[src/rtl/fetch_pkg.sv]
// Shared definitions for the instruction fetch unit.
//   fetch_state_e   : fetch FSM state encoding
//   DefaultResetPc  : default first fetch address after reset
//   DefaultTimeout  : default number of S_WAIT cycles before the error trap
package fetch_pkg;

  typedef enum logic [1:0] {
    S_REQ  = 2'd0,
    S_WAIT = 2'd1,
    S_HOLD = 2'd2,
    S_ERR  = 2'd3
  } fetch_state_e;

  localparam logic [31:0] DefaultResetPc = 32'h0000_0000;
  localparam int unsigned DefaultTimeout = 16;

endpackage

[src/rtl/fetch_next_pc.sv]
// Combinational next-pc arithmetic for the fetch unit.
//   pc_i            : current fetch pc
//   instr_pc_i      : address of the held (consumed) instruction
//   jump_i          : consumed instruction is a jump
//   jump_target_i   : 26-bit jump field
//   branch_i        : consumed instruction is a taken branch
//   branch_offset_i : 16-bit signed word offset of the branch
//   pc_inc_o        : pc_i + 4, wrapping modulo 2^32
//   redirect_o      : a redirect is requested
//   redirect_pc_o   : redirect target, jump taking priority over branch
module fetch_next_pc (
  input  logic [31:0] pc_i,
  input  logic [31:0] instr_pc_i,
  input  logic        jump_i,
  input  logic [25:0] jump_target_i,
  input  logic        branch_i,
  input  logic [15:0] branch_offset_i,
  output logic [31:0] pc_inc_o,
  output logic        redirect_o,
  output logic [31:0] redirect_pc_o
);

  logic [31:0] seq_pc;
  logic [31:0] branch_disp;
  logic [31:0] jump_pc;
  logic [31:0] branch_pc;

  always_comb begin
    pc_inc_o    = pc_i + 32'd4;
    // Both targets are relative to the instruction following the consumed one.
    seq_pc      = instr_pc_i + 32'd4;
    branch_disp = {{14{branch_offset_i[15]}}, branch_offset_i, 2'b00};
    jump_pc     = {seq_pc[31:28], jump_target_i, 2'b00};
    branch_pc   = seq_pc + branch_disp;

    redirect_o    = jump_i | branch_i;
    redirect_pc_o = jump_i ? jump_pc : branch_pc;
  end

endmodule

[src/rtl/instr_fetch.sv]
// Instruction fetch unit: issues single-outstanding fetch requests, holds each
// returned word for the decoder and redirects on jumps/taken branches.
//   clk, rst                      : clock, synchronous active-high reset
//   imem_req/imem_addr            : one-cycle fetch request and byte address
//   imem_rvalid/imem_rdata        : returned instruction word
//   instr_valid/instruction/instr_pc, instr_ready : decoder handshake
//   redirect_jump/jump_target     : jump redirect, sampled on handshake only
//   redirect_branch/branch_offset : branch redirect, sampled on handshake only
//   fetch_err                     : sticky memory-timeout flag
module instr_fetch
  import fetch_pkg::*;
#(
  parameter logic [31:0] RESET_PC = DefaultResetPc,
  parameter int unsigned TIMEOUT  = DefaultTimeout
) (
  input  logic        clk,
  input  logic        rst,
  output logic        imem_req,
  output logic [31:0] imem_addr,
  input  logic        imem_rvalid,
  input  logic [31:0] imem_rdata,
  output logic        instr_valid,
  output logic [31:0] instruction,
  output logic [31:0] instr_pc,
  input  logic        instr_ready,
  input  logic        redirect_jump,
  input  logic [25:0] jump_target,
  input  logic        redirect_branch,
  input  logic [15:0] branch_offset,
  output logic        fetch_err
);

  localparam int unsigned CntW = $clog2(TIMEOUT + 1);

  fetch_state_e state_q, state_d;
  logic [31:0]  pc_q, pc_d;
  logic [31:0]  instr_q, instr_d;
  logic [31:0]  ipc_q, ipc_d;
  logic [CntW-1:0] cnt_q, cnt_d;
  logic [CntW-1:0] cnt_inc;
  logic         err_q, err_d;

  logic [31:0]  pc_inc;
  logic         redirect;
  logic [31:0]  redirect_pc;

  fetch_next_pc u_next_pc (
    .pc_i            (pc_q),
    .instr_pc_i      (ipc_q),
    .jump_i          (redirect_jump),
    .jump_target_i   (jump_target),
    .branch_i        (redirect_branch),
    .branch_offset_i (branch_offset),
    .pc_inc_o        (pc_inc),
    .redirect_o      (redirect),
    .redirect_pc_o   (redirect_pc)
  );

  always_comb begin
    state_d     = state_q;
    pc_d        = pc_q;
    instr_d     = instr_q;
    ipc_d       = ipc_q;
    cnt_d       = cnt_q;
    err_d       = err_q;
    imem_req    = 1'b0;
    instr_valid = 1'b0;
    cnt_inc     = cnt_q + CntW'(1);

    unique case (state_q)
      S_REQ: begin
        imem_req = 1'b1;
        cnt_d    = '0;
        state_d  = S_WAIT;
      end
      S_WAIT: begin
        if (imem_rvalid) begin
          instr_d = imem_rdata;
          ipc_d   = pc_q;
          pc_d    = pc_inc;
          state_d = S_HOLD;
        end else begin
          cnt_d = cnt_inc;
          if (cnt_inc == CntW'(TIMEOUT)) begin
            err_d   = 1'b1;
            state_d = S_ERR;
          end
        end
      end
      S_HOLD: begin
        instr_valid = 1'b1;
        if (instr_ready) begin
          // pc already points past the held word; only redirects change it.
          if (redirect) begin
            pc_d = redirect_pc;
          end
          state_d = S_REQ;
        end
      end
      S_ERR: begin
        state_d = S_ERR;
      end
      default: begin
        state_d = S_ERR;
      end
    endcase
  end

  always_ff @(posedge clk) begin
    if (rst) begin
      state_q <= S_REQ;
      pc_q    <= RESET_PC;
      instr_q <= '0;
      ipc_q   <= '0;
      cnt_q   <= '0;
      err_q   <= 1'b0;
    end else begin
      state_q <= state_d;
      pc_q    <= pc_d;
      instr_q <= instr_d;
      ipc_q   <= ipc_d;
      cnt_q   <= cnt_d;
      err_q   <= err_d;
    end
  end

  assign imem_addr   = pc_q;
  assign instruction = instr_q;
  assign instr_pc    = ipc_q;
  assign fetch_err   = err_q;

endmodule

[config.mk]
export PLATFORM = sky130hd
export DESIGN_NAME = instr_fetch
export DESIGN_NICKNAME = d
export VERILOG_FILES = /design/src/rtl/fetch_pkg.sv /design/src/rtl/fetch_next_pc.sv /design/src/rtl/instr_fetch.sv
export SDC_FILE = /design/constraint.sdc
export NUM_CORES = 1
export LEC_CHECK = 0
export ABC_AREA = 0
export BUFFER_PORTS_ARGS = -buffer_cell sky130_fd_sc_hd__buf_2
export CAP_MARGIN = 10
export CORE_MARGIN = 2
export CORE_UTILIZATION = 58
export DETAILED_ROUTE_END_ITERATION = 16
export HOLD_SLACK_MARGIN = 0.06
export PLACE_DENSITY = 0.86
export SLEW_MARGIN = 5
export SYNTH_ARGS = -nofsm -noshare
export SYNTH_HDL_FRONTEND = slang
export SYNTH_SLANG_ARGS = --single-unit
[constraint.sdc]
create_clock -name clk -period 5.6 [get_ports clk]
set_input_delay 0.56 -clock clk [delete_from_list [all_inputs] [get_ports clk]]
set_output_delay 0.56 -clock clk [all_outputs]
set_load 0.005 [all_outputs]
==> flow_summary.toml, run 1 <==
[route]
viasPerCell = 6.07
wl_per_cell_microns = 16.9
drtIter0Drc = 776
ant_nets = 0
drc_errors = 0
via_count = 7648
routed_wl_microns = 21300
first_pass_iters = 5

[floorplan]
pin_count = 179
die_w_microns = 114
coreArea_sq_um = 11900
die-height_microns = 114
dieArea_sq_um = 12900
start_util_pct = 58.9
rows = 40

[place]
gp_congestion = 0.944
hpwl_microns = 15500
place_worst_setup_slack_ns = 1.58
numPortBuffers = 178

[power]
switchingPower_w = 0.000486
power_density_nw_per_um2 = 201
intPower_w = 0.00116
seqPwrFrac_pct = 47.1
power_frac_comb_pct = 14.5
power_leakage_nw = 3.63
switching_share_pct = 29.5
clockPowerShare_pct = 38.5
peakVddDrop_uv = 280

[sta]
finalCriticalPeriod_ns = 4.11
hold_ws_ns = 0.427
hold_violations = 0
rsz0062_at_grt = "false"
slew_headroom_pct = 41.8
finalSetupViolCount = 0
slew_violations = 0
fin_setup_tns_ns = 0
fin_worst_skew_ns = 0.00911
post-route-period-util_pct = 73.4
fmax_ghz = 0.243
fin_ws_ns = 1.49
max_slew.worst_pin.slew_ns = 0.871

[grt]
antenna_found_initial = 0
grt_max_degree = 69
grt_pass1_wl_microns = 33800
overflow = 0
grt_pass1_vias = 6778
grtUsageTotal_pct = 32.5

[min_path]
whs_endpoint = "instruction[24]$_SDFFE_PP0P_"
hold_depth = 3
hold_class = "in2reg"
hp-start = "imem_rdata[24]"

[worst_setup_path]
endpoint_kind = "register"
crit_path_start_kind = "register"
arrival_ns = 4.37
worstPathRequired_ns = 5.86
r2r-end = "imem_addr[31]$_SDFFE_PP0P_"
r2r_cells = 13
crit_fanout = 8
rr_startpoint = "instr_pc[4]$_SDFFE_PP0P_"
critPathKind = "reg2reg"
r2r_slack_ns = 1.49

[logic_synthesis]
yosysTopAreaCellShare_pct = 29.8
synth_area_per_cell_sq_um = 7.25
synth_flop_cell = "dfxtp_1"
ys_ff_latch = 104
yosysWarnings = 0
synth_area_sq_um = 6980
synth_cells = 964
synth_edf_count = 0
synth_area_leaders = "dfxtp_1, nand2_1, a21oi_1, ha_1, xnor2_1"
syn_nets = 1082
async_reset_ff_share_pct = 0
seq_area_frac_synth_pct = 29.8
synth_top_cell_by_area = "dfxtp_1"
ys_types = 69

[clocking]
clk_latency_ns = 0.36
post_cts_buffers = 0
htreeDepth = 3
clk_path_buf_depth = 2
clkSlewWorstSetupHoldPaths_ns = 0.08
root_buffer = "clkbuf_16"
tritoncts = "yes"
cts_resized = 0
postCtsHoldBufs = 0
numCtsBuffers = 9
cts.sinks = 104

[run_status]
outcome = "finished, final reports clean"

[finish]
layout.nets = 1225
area_delta_synth_final_pct = 17.5
fill_cells = 1045
final_common_cell = "nand2_1"
drive_above_1_share_pct = 20.2
final_cell_mix = "nand2_1, buf_2, a21oi_1"
diodes = 0

[job]
max_cap_violations = 0
-- layout make-up --
class                      count  area, sq um  share of cell area [%]
timing repair buffer         185          946                    11.5
clock inverter                 7         72.6                   0.884
tap                          147          184                    2.24
inverter                      13         48.8                   0.595
sequential                   104         2080                    25.4
clock buffer                   9          225                    2.74
multi-input combinational    794         4650                    56.6
-- worst max path at each step --
stage	start	cells past startpoint	to
floorplan	instr_pc[4]$_SDFFE_PP0P_	14	imem_addr[31]$_SDFFE_PP0P_
global placement	instr_pc[4]$_SDFFE_PP0P_	13	imem_addr[31]$_SDFFE_PP0P_
detailed placement	instr_pc[4]$_SDFFE_PP0P_	13	imem_addr[31]$_SDFFE_PP0P_
CTS	instr_pc[4]$_SDFFE_PP0P_	13	imem_addr[31]$_SDFFE_PP0P_
global route	instr_pc[4]$_SDFFE_PP0P_	13	imem_addr[31]$_SDFFE_PP0P_
finish	instr_pc[4]$_SDFFE_PP0P_	13	imem_addr[31]$_SDFFE_PP0P_
-- flip-flops by register name, indices dropped and copies added, names as in the netlist --
name,count
cnt_q,5
fetch_err,1
imem_addr,32
instr_pc,32
instruction,32
state_q,2
-- metal layers --
metal	vias up	track usage, %	routed length [microns]
met5	-	0	0
met4	0	10.8	466
met3	40	8.55	2220
met2	363	51.0	9760
met1	3528	43.8	8880
li1	3717	-	-
-- worst max-delay path: stages (launching register included) --
cell,delay [ns]
dfxtp_1,0.45
and4_1,0.46
nand3_1,0.21
or2_2,0.39
nor2_1,0.13
xor2_1,0.17
ha_1,0.31
a21o_1,0.20
o21bai_1,0.21
or3_1,0.39
o211a_1,0.23
o21a_1,0.20
or4_1,0.41
a41o_1,0.24
-- synth_stat cells, types with 5 or more instances --
library cell    n
nor2_1         65
o211ai_1        6
mux2i_1         6
xnor2_1        32
a21o_1         20
a31oi_1        16
a22oi_1         5
a211oi_1        9
and2_1          7
o31ai_1         5
o221ai_1        8
o21a_1          5
inv_1          12
nor3_1         23
clkbuf_1       44
o21ai_0        45
and3_1         14
nand2_1       216
nand4_1        11
a21oi_1       126
nand3_1        38
ha_1           37
dfxtp_1       104
or2_2           7
xor2_1         21
and4_1          8
-- kinds of logic after synthesis --
family,count (synthesis),synth area share (%)
simple gates,414,27.0
compound gates,279,24.4
flops,104,29.8
buf+inv,66,3.67
xor+xnor,53,6.65
fa+ha+maj,38,6.92
mux,10,1.50
-- power groups by stage --
stage	registers [W]	clock network (W)	logic, W
floorplan	0.000790	0	0.000145
global placement	0.000793	0	0.000231
detailed placement	0.000793	0	0.000234
CTS	0.000776	0.000645	0.000235
global route	0.000780	0.000675	0.000262
finish	0.000776	0.000634	0.000239
-- metrics by stage --
stage          power [W]  area [sq um]  std cells  util (%)
4_1_cts          0.00166          8210       1259      69.2
3_3_place_gp     0.00102          7910       1243      66.7
6_report         0.00165          8210       1259      69.2
3_5_place_dp     0.00103          7910       1243      66.7
2_1_floorplan   0.000935          6980        964         -
5_1_grt          0.00172          8210       1259      69.2
No activity file was read; power rests on OpenSTA's default activity.
==> run 2, diff against run 1 <==
CORE_UTILIZATION = 49   (was 58)
PLACE_DENSITY = 0.78   (was 0.86)
clock period = 3.7 ns   (was 5.6 ns; I/O delays follow)
==> run 2 against run 1 <==
Against the previous run:
- combinational power rose by 58%
- largest power group unchanged
- maximum frequency up 17%
- die area is 18% higher
- sequential share of layout area shrank 1.1 points
- largest cell class unchanged
- sequential power rose by 51%
- first-iteration DRC count increased by 24%
- clock skew fell by 0.0023 ns
- clock power up 81%
- setup slack lost 1.3 ns
- routed wire length increased by 8.3%
==> flow_summary.toml, run 2 (synthesized netlist as in run 1, its figures left out) <==
[run_status]
outcome = "finished, final reports clean"

[worst_setup_path]
path_depth = 12
crit_path_start_kind = "register"
r2r_cells = 12
crit_path_top_delay_cell = "a211oi_1"
r2r_slack_ns = 0.19
r2r-end = "imem_addr[31]$_SDFFE_PP0P_"
worstPathRequired_ns = 3.95
critPathKind = "reg2reg"
crit_chain = "ha_1, buf_4, xor2_1, ha_1, a211oi_1, nor2_1, a41oi_2, a21oi_2, o211a_1, o21a_1, or4_1, a41o_1"
rr_startpoint = "instr_pc[2]$_SDFFE_PP0P_"
crit_buf_inv = 1
arrival_ns = 3.76
cpLargestDelayFamily = "compound AO/OA/AOI/OAI gates"
slowest_delay_ns = 0.48
crit_top_cell = "ha_1"
endpoint_kind = "register"
crit_fanout = 6

[place]
placedInstanceArea_sq_um = 8220
hpwl_microns = 17200
numPortBuffers = 178
gp_congestion = 0.995

[sta]
finalSetupViolCount = 0
fmax_ghz = 0.285
slew_violations = 0
rsz0062_at_grt = "false"
hold_violations = 0
fin_worst_skew_ns = 0.00680
slew_headroom_pct = 46.4
finalCriticalPeriod_ns = 3.51
fin_setup_tns_ns = 0
post-route-period-util_pct = 94.9
max_slew.worst_pin.slew_ns = 0.803

[grt]
antenna_found_initial = 0
overflow = 0
grt_pass1_wl_microns = 36600
grtUsageTotal_pct = 30.3
grt_max_degree = 66
grt_pass1_vias = 7226

[floorplan]
die_w_microns = 123
die-height_microns = 123
coreArea_sq_um = 13900
dieArea_sq_um = 15200
pin_count = 179
start_util_pct = 50.3
rows = 43

[power]
switching_share_pct = 26.7
intPower_w = 0.00198
power_frac_comb_pct = 14.0
fin_total_pwr_w = 0.00270
seqPwrFrac_pct = 43.4
power_leakage_nw = 3.85
clockPowerShare_pct = 42.6
switchingPower_w = 0.000721
peakVddDrop_uv = 350
power_density_nw_per_um2 = 314

[clocking]
root_buffer = "clkbuf_16"
tritoncts = "yes"
htreeDepth = 3
numCtsBuffers = 9
cts.sinks = 104
postCtsHoldBufs = 0
clk_latency_ns = 0.35
clkSlewWorstSetupHoldPaths_ns = 0.08
clk_path_buf_depth = 2

[route]
drtIter0Drc = 960
ant_nets = 0
viasPerCell = 5.89
wl_per_cell_microns = 17.4
drc_errors = 0
first_pass_iters = 6
routed_wl_microns = 23100
via_count = 7821

[finish]
diodes = 0
layout.nets = 1261
area_delta_synth_final_pct = 23.3
drive_above_1_share_pct = 23.7
final_area_sq_um = 8610
utilization_pct = 62.0
fill_cells = 1279
final_cell_mix = "nand2_1, buf_2, a21oi_1"
final_common_cell = "nand2_1"

[min_path]
hold_class = "in2reg"
hp-start = "imem_rdata[16]"
whs_endpoint = "instruction[16]$_SDFFE_PP0P_"
hold_depth = 3

[job]
max_cap_violations = 0
==> run 2: cell count changes in the layout (fill, tap and decap cells not counted), moves of 3 or more <==
cell       previous run  this run
buf_4                 8        44
dfxtp_1             104        99
dfxtp_2               0         4
bufinv_16             0         3
==> run 2: worst max path at each step <==
stage | to | slack [ns] | startpoint
2_1_floorplan | imem_addr[31]$_SDFFE_PP0P_ | 0.1 | instr_pc[4]$_SDFFE_PP0P_
3_3_place_gp | imem_addr[31]$_SDFFE_PP0P_ | 0.19 | instr_pc[2]$_SDFFE_PP0P_
3_5_place_dp | imem_addr[31]$_SDFFE_PP0P_ | 0.08 | instr_pc[2]$_SDFFE_PP0P_
4_1_cts | imem_addr[31]$_SDFFE_PP0P_ | 0.07 | instr_pc[2]$_SDFFE_PP0P_
5_1_grt | imem_addr[31]$_SDFFE_PP0P_ | 0.03 | instr_pc[7]$_SDFFE_PP0P_
6_report | imem_addr[31]$_SDFFE_PP0P_ | 0.19 | instr_pc[2]$_SDFFE_PP0P_
==> run 2: per-layer routing <==
layer	track usage (%)	routed length, microns	share of wire, %	vias up
li1	-	-	-	3772
met1	41.4	9770	42	3569
met2	46.8	10200	44	416
met3	6.92	2420	10	64
met4	11.0	690	3.0	0
met5	0	0	0	-
==> run 2: metrics by stage <==
step	hold WS, ns	worst slack (ns)	std cells
finish	0.245	0.190	1328
global route	0.248	0.0284	1328
CTS	0.233	0.0690	1328
detailed placement	0.443	0.0791	1312
global placement	0.438	0.195	1312
floorplan	0.453	0.0999	964
==> run 2: what timing repair did <==
item,4_1_cts,5_1_grt
buffers inserted,0,0
endpoints found under the setup margin,0,4
resized for setup,0,15
==> run 2: area by class of cell <==
class                   instances  area (sq um)  area share [%]
clock buffers                  10           239            2.78
clock inverters                 6           121            1.41
inverters                      13          48.8           0.567
multi-input cells             794          4670            54.2
flip-flops and latches        104          2090            24.3
well taps                     180           225            2.62
repair buffers                221          1220            14.1
==> run 2: power groups by stage <==
stage / sequential, W / clock [W] / combinational (W)
floorplan: 0.00119 / 0 / 0.000220
global placement: 0.00120 / 0 / 0.000365
detailed placement: 0.00120 / 0 / 0.000369
CTS: 0.00117 / 0.00117 / 0.000372
global route: 0.00118 / 0.00120 / 0.000413
finish: 0.00117 / 0.00115 / 0.000378
==> run 2: worst min-delay path: cells and delay by family <==
| kind | cells | cell delay (ns) |
|---|---|---|
| buffers and inverters | 1 | 0.09 |
| AOI/OAI and AO/OA | 1 | 0.05 |
| and+or+nand+nor | 1 | 0.04 |
==> run 3, diff against run 2 <==
--- a/constraint.sdc
+++ b/constraint.sdc
@@ -3,2 +3,2 @@
 set_output_delay 0.37 -clock clk [all_outputs]
-set_load 0.005 [all_outputs]
+set_load 0.1 [all_outputs]
==> run 3 against run 2 <==
Against the previous run:
- non-clock buffer count down 22
- cell area fell by 1.3%
- combinational power rose by 51%
- die area is the same
- cell count down 1.6%
- register-to-register slack about the same
- core utilization is 0.83 points lower
- first-iteration DRC count decreased by 14%
- power is 4.3% higher
- clock power decreased by 5%
- critical path depth is 2 higher
- clock-buffer cell count is the same
- largest cell class unchanged
- largest power group unchanged
- highest routed layer unchanged
==> flow_summary.toml, run 3 (synthesized netlist as in run 1, its figures left out) <==
[run_status]
outcome = "finished, final reports clean"

[sta]
rsz0062_at_grt = "false"
finalSetupViolCount = 0
slew_violations = 0
hold_ws_ns = 0.246
slew_headroom_pct = 25.1
post-route-period-util_pct = 95.0
max_slew.worst_pin.slew_ns = 1.12
hold_violations = 0
fin_ws_ns = 0.186
fin_worst_skew_ns = 0.00782
fmax_ghz = 0.285
finalCriticalPeriod_ns = 3.51
fin_setup_tns_ns = 0

[clocking]
clk_latency_ns = 0.35
cts.sinks = 104
htreeDepth = 3
tritoncts = "yes"
postCtsHoldBufs = 0
clk_path_buf_depth = 2
root_buffer = "clkbuf_16"
clkSlewWorstSetupHoldPaths_ns = 0.07
numCtsBuffers = 9
post_cts_buffers = 0

[power]
power_leakage_nw = 3.75
intPower_w = 0.00190
peakVddDrop_uv = 430
switchingPower_w = 0.000917
seqPwrFrac_pct = 41.3
power_density_nw_per_um2 = 332
power_frac_comb_pct = 20.2
switching_share_pct = 32.5
clockPowerShare_pct = 38.5

[grt]
overflow = 0
grtUsageTotal_pct = 29.3
grt_pass1_vias = 6973
antenna_found_initial = 1
grt_pass1_wl_microns = 35200
grt_max_degree = 69

[floorplan]
dieArea_sq_um = 15200
die-height_microns = 123
rows = 43
start_util_pct = 50.3
coreArea_sq_um = 13900
pin_count = 179
die_w_microns = 123

[route]
drc_errors = 0
ant_nets = 0
wl_per_cell_microns = 17.1
viasPerCell = 5.89
first_pass_iters = 8
drtIter0Drc = 830
routed_wl_microns = 22400
via_count = 7699

[worst_setup_path]
crit_fanout = 7
arrival_ns = 3.77
endpoint_kind = "register"
r2r-end = "imem_addr[31]$_SDFFE_PP0P_"
r2r_slack_ns = 0.19
critPathKind = "reg2reg"
crit_buf_inv = 1
crit_chain = "and4_4, buf_4, nand3_1, nor2_1, nand2_1, xnor2_1, ha_1, a21oi_1, o21ai_1, or3_1, o211a_1, o21a_1, or4_1, a41o_1"
crit_path_top_delay_cell = "or3_1"
crit_path_start_kind = "register"
slowest_delay_ns = 0.43
rr_startpoint = "instr_pc[4]$_SDFFE_PP0P_"
cpLargestDelayFamily = "simple AND/OR/NAND/NOR gates"
worstPathRequired_ns = 3.95
r2r_cells = 14

[place]
placedInstanceArea_sq_um = 8130
gp_congestion = 0.966
numPortBuffers = 178
hpwl_microns = 16500
place_worst_setup_slack_ns = 0.160

[finish]
final_common_cell = "nand2_1"
drive_above_1_share_pct = 23.7
area_delta_synth_final_pct = 21.6
final_area_sq_um = 8500
final_cell_mix = "nand2_1, buf_2, a21oi_1"
layout.nets = 1239

[min_path]
hp-start = "imem_rdata[10]"
hold_class = "in2reg"
whs_endpoint = "instruction[10]$_SDFFE_PP0P_"
hold_depth = 3

[job]
max_cap_violations = 0
[run 3: worst max-delay path by stage]
| stage | from | endpoint | slack (ns) | cells past startpoint |
|---|---|---|---|---|
| 6_report | instr_pc[4]$_SDFFE_PP0P_ | imem_addr[31]$_SDFFE_PP0P_ | 0.19 | 14 |
| 5_1_grt | instr_pc[4]$_SDFFE_PP0P_ | imem_addr[31]$_SDFFE_PP0P_ | 0.02 | 13 |
| 4_1_cts | instr_pc[4]$_SDFFE_PP0P_ | imem_addr[31]$_SDFFE_PP0P_ | 0.13 | 14 |
| 3_5_place_dp | instr_pc[4]$_SDFFE_PP0P_ | imem_addr[31]$_SDFFE_PP0P_ | 0.16 | 14 |
| 3_3_place_gp | instr_pc[12]$_SDFFE_PP0P_ | imem_addr[31]$_SDFFE_PP0P_ | 0.22 | 13 |
| 2_1_floorplan | instr_pc[4]$_SDFFE_PP0P_ | imem_addr[31]$_SDFFE_PP0P_ | 0.006 | 14 |
[run 3: worst reg2reg max path: stages, from the launching register on]
cell	delay [ns]
dfxtp_4	0.38
and4_4	0.24
buf_4	0.16
nand3_1	0.22
nor2_1	0.15
nand2_1	0.08
xnor2_1	0.13
ha_1	0.29
a21oi_1	0.14
o21ai_1	0.12
or3_1	0.43
o211a_1	0.24
o21a_1	0.19
or4_1	0.39
a41o_1	0.24
[run 3: routing by layer]
metal	GRT usage, %	up-vias	share of wire (%)
met5	0	-	0
met4	9.94	0	2.6
met3	7.52	45	10
met2	45.1	383	45
met1	39.9	3527	42
li1	-	3744	-
[run 3: power groups by stage]
| stage | registers [W] | logic [W] | clock network (W) |
|---|---|---|---|
| finish | 0.00116 | 0.000569 | 0.00109 |
| CTS | 0.00116 | 0.000564 | 0.00110 |
| floorplan | 0.00137 | 0.000235 | 0 |
| global route | 0.00117 | 0.000606 | 0.00114 |
| detailed placement | 0.00119 | 0.000562 | 0 |
| global placement | 0.00119 | 0.000560 | 0 |
[run 3: cell type report]
type                    count  area, sq um
diodes                      1         2.50
clock buffers              10          239
clock inverters             6         97.6
fillers                  1290         5390
inverters                  13         48.8
multi-input cells         794         4680
flip-flops and latches    104         2150
well taps                 180          225
repair buffers            199         1050
[run 3: metrics by stage]
step	instances	utilization [%]	power, W
after floorplan	964	-	0.00160
after global placement	1290	58.5	0.00175
after detailed placement	1290	58.5	0.00175
after CTS	1306	61.0	0.00283
after global routing	1307	61.2	0.00292
final	1307	61.2	0.00282
[run 3: what timing repair did]
action | 4_1_cts | 5_1_grt
endpoints found under the setup margin | 0 | 1
gates resized for setup | 0 | 9
hold endpoints to repair | 0 | 0
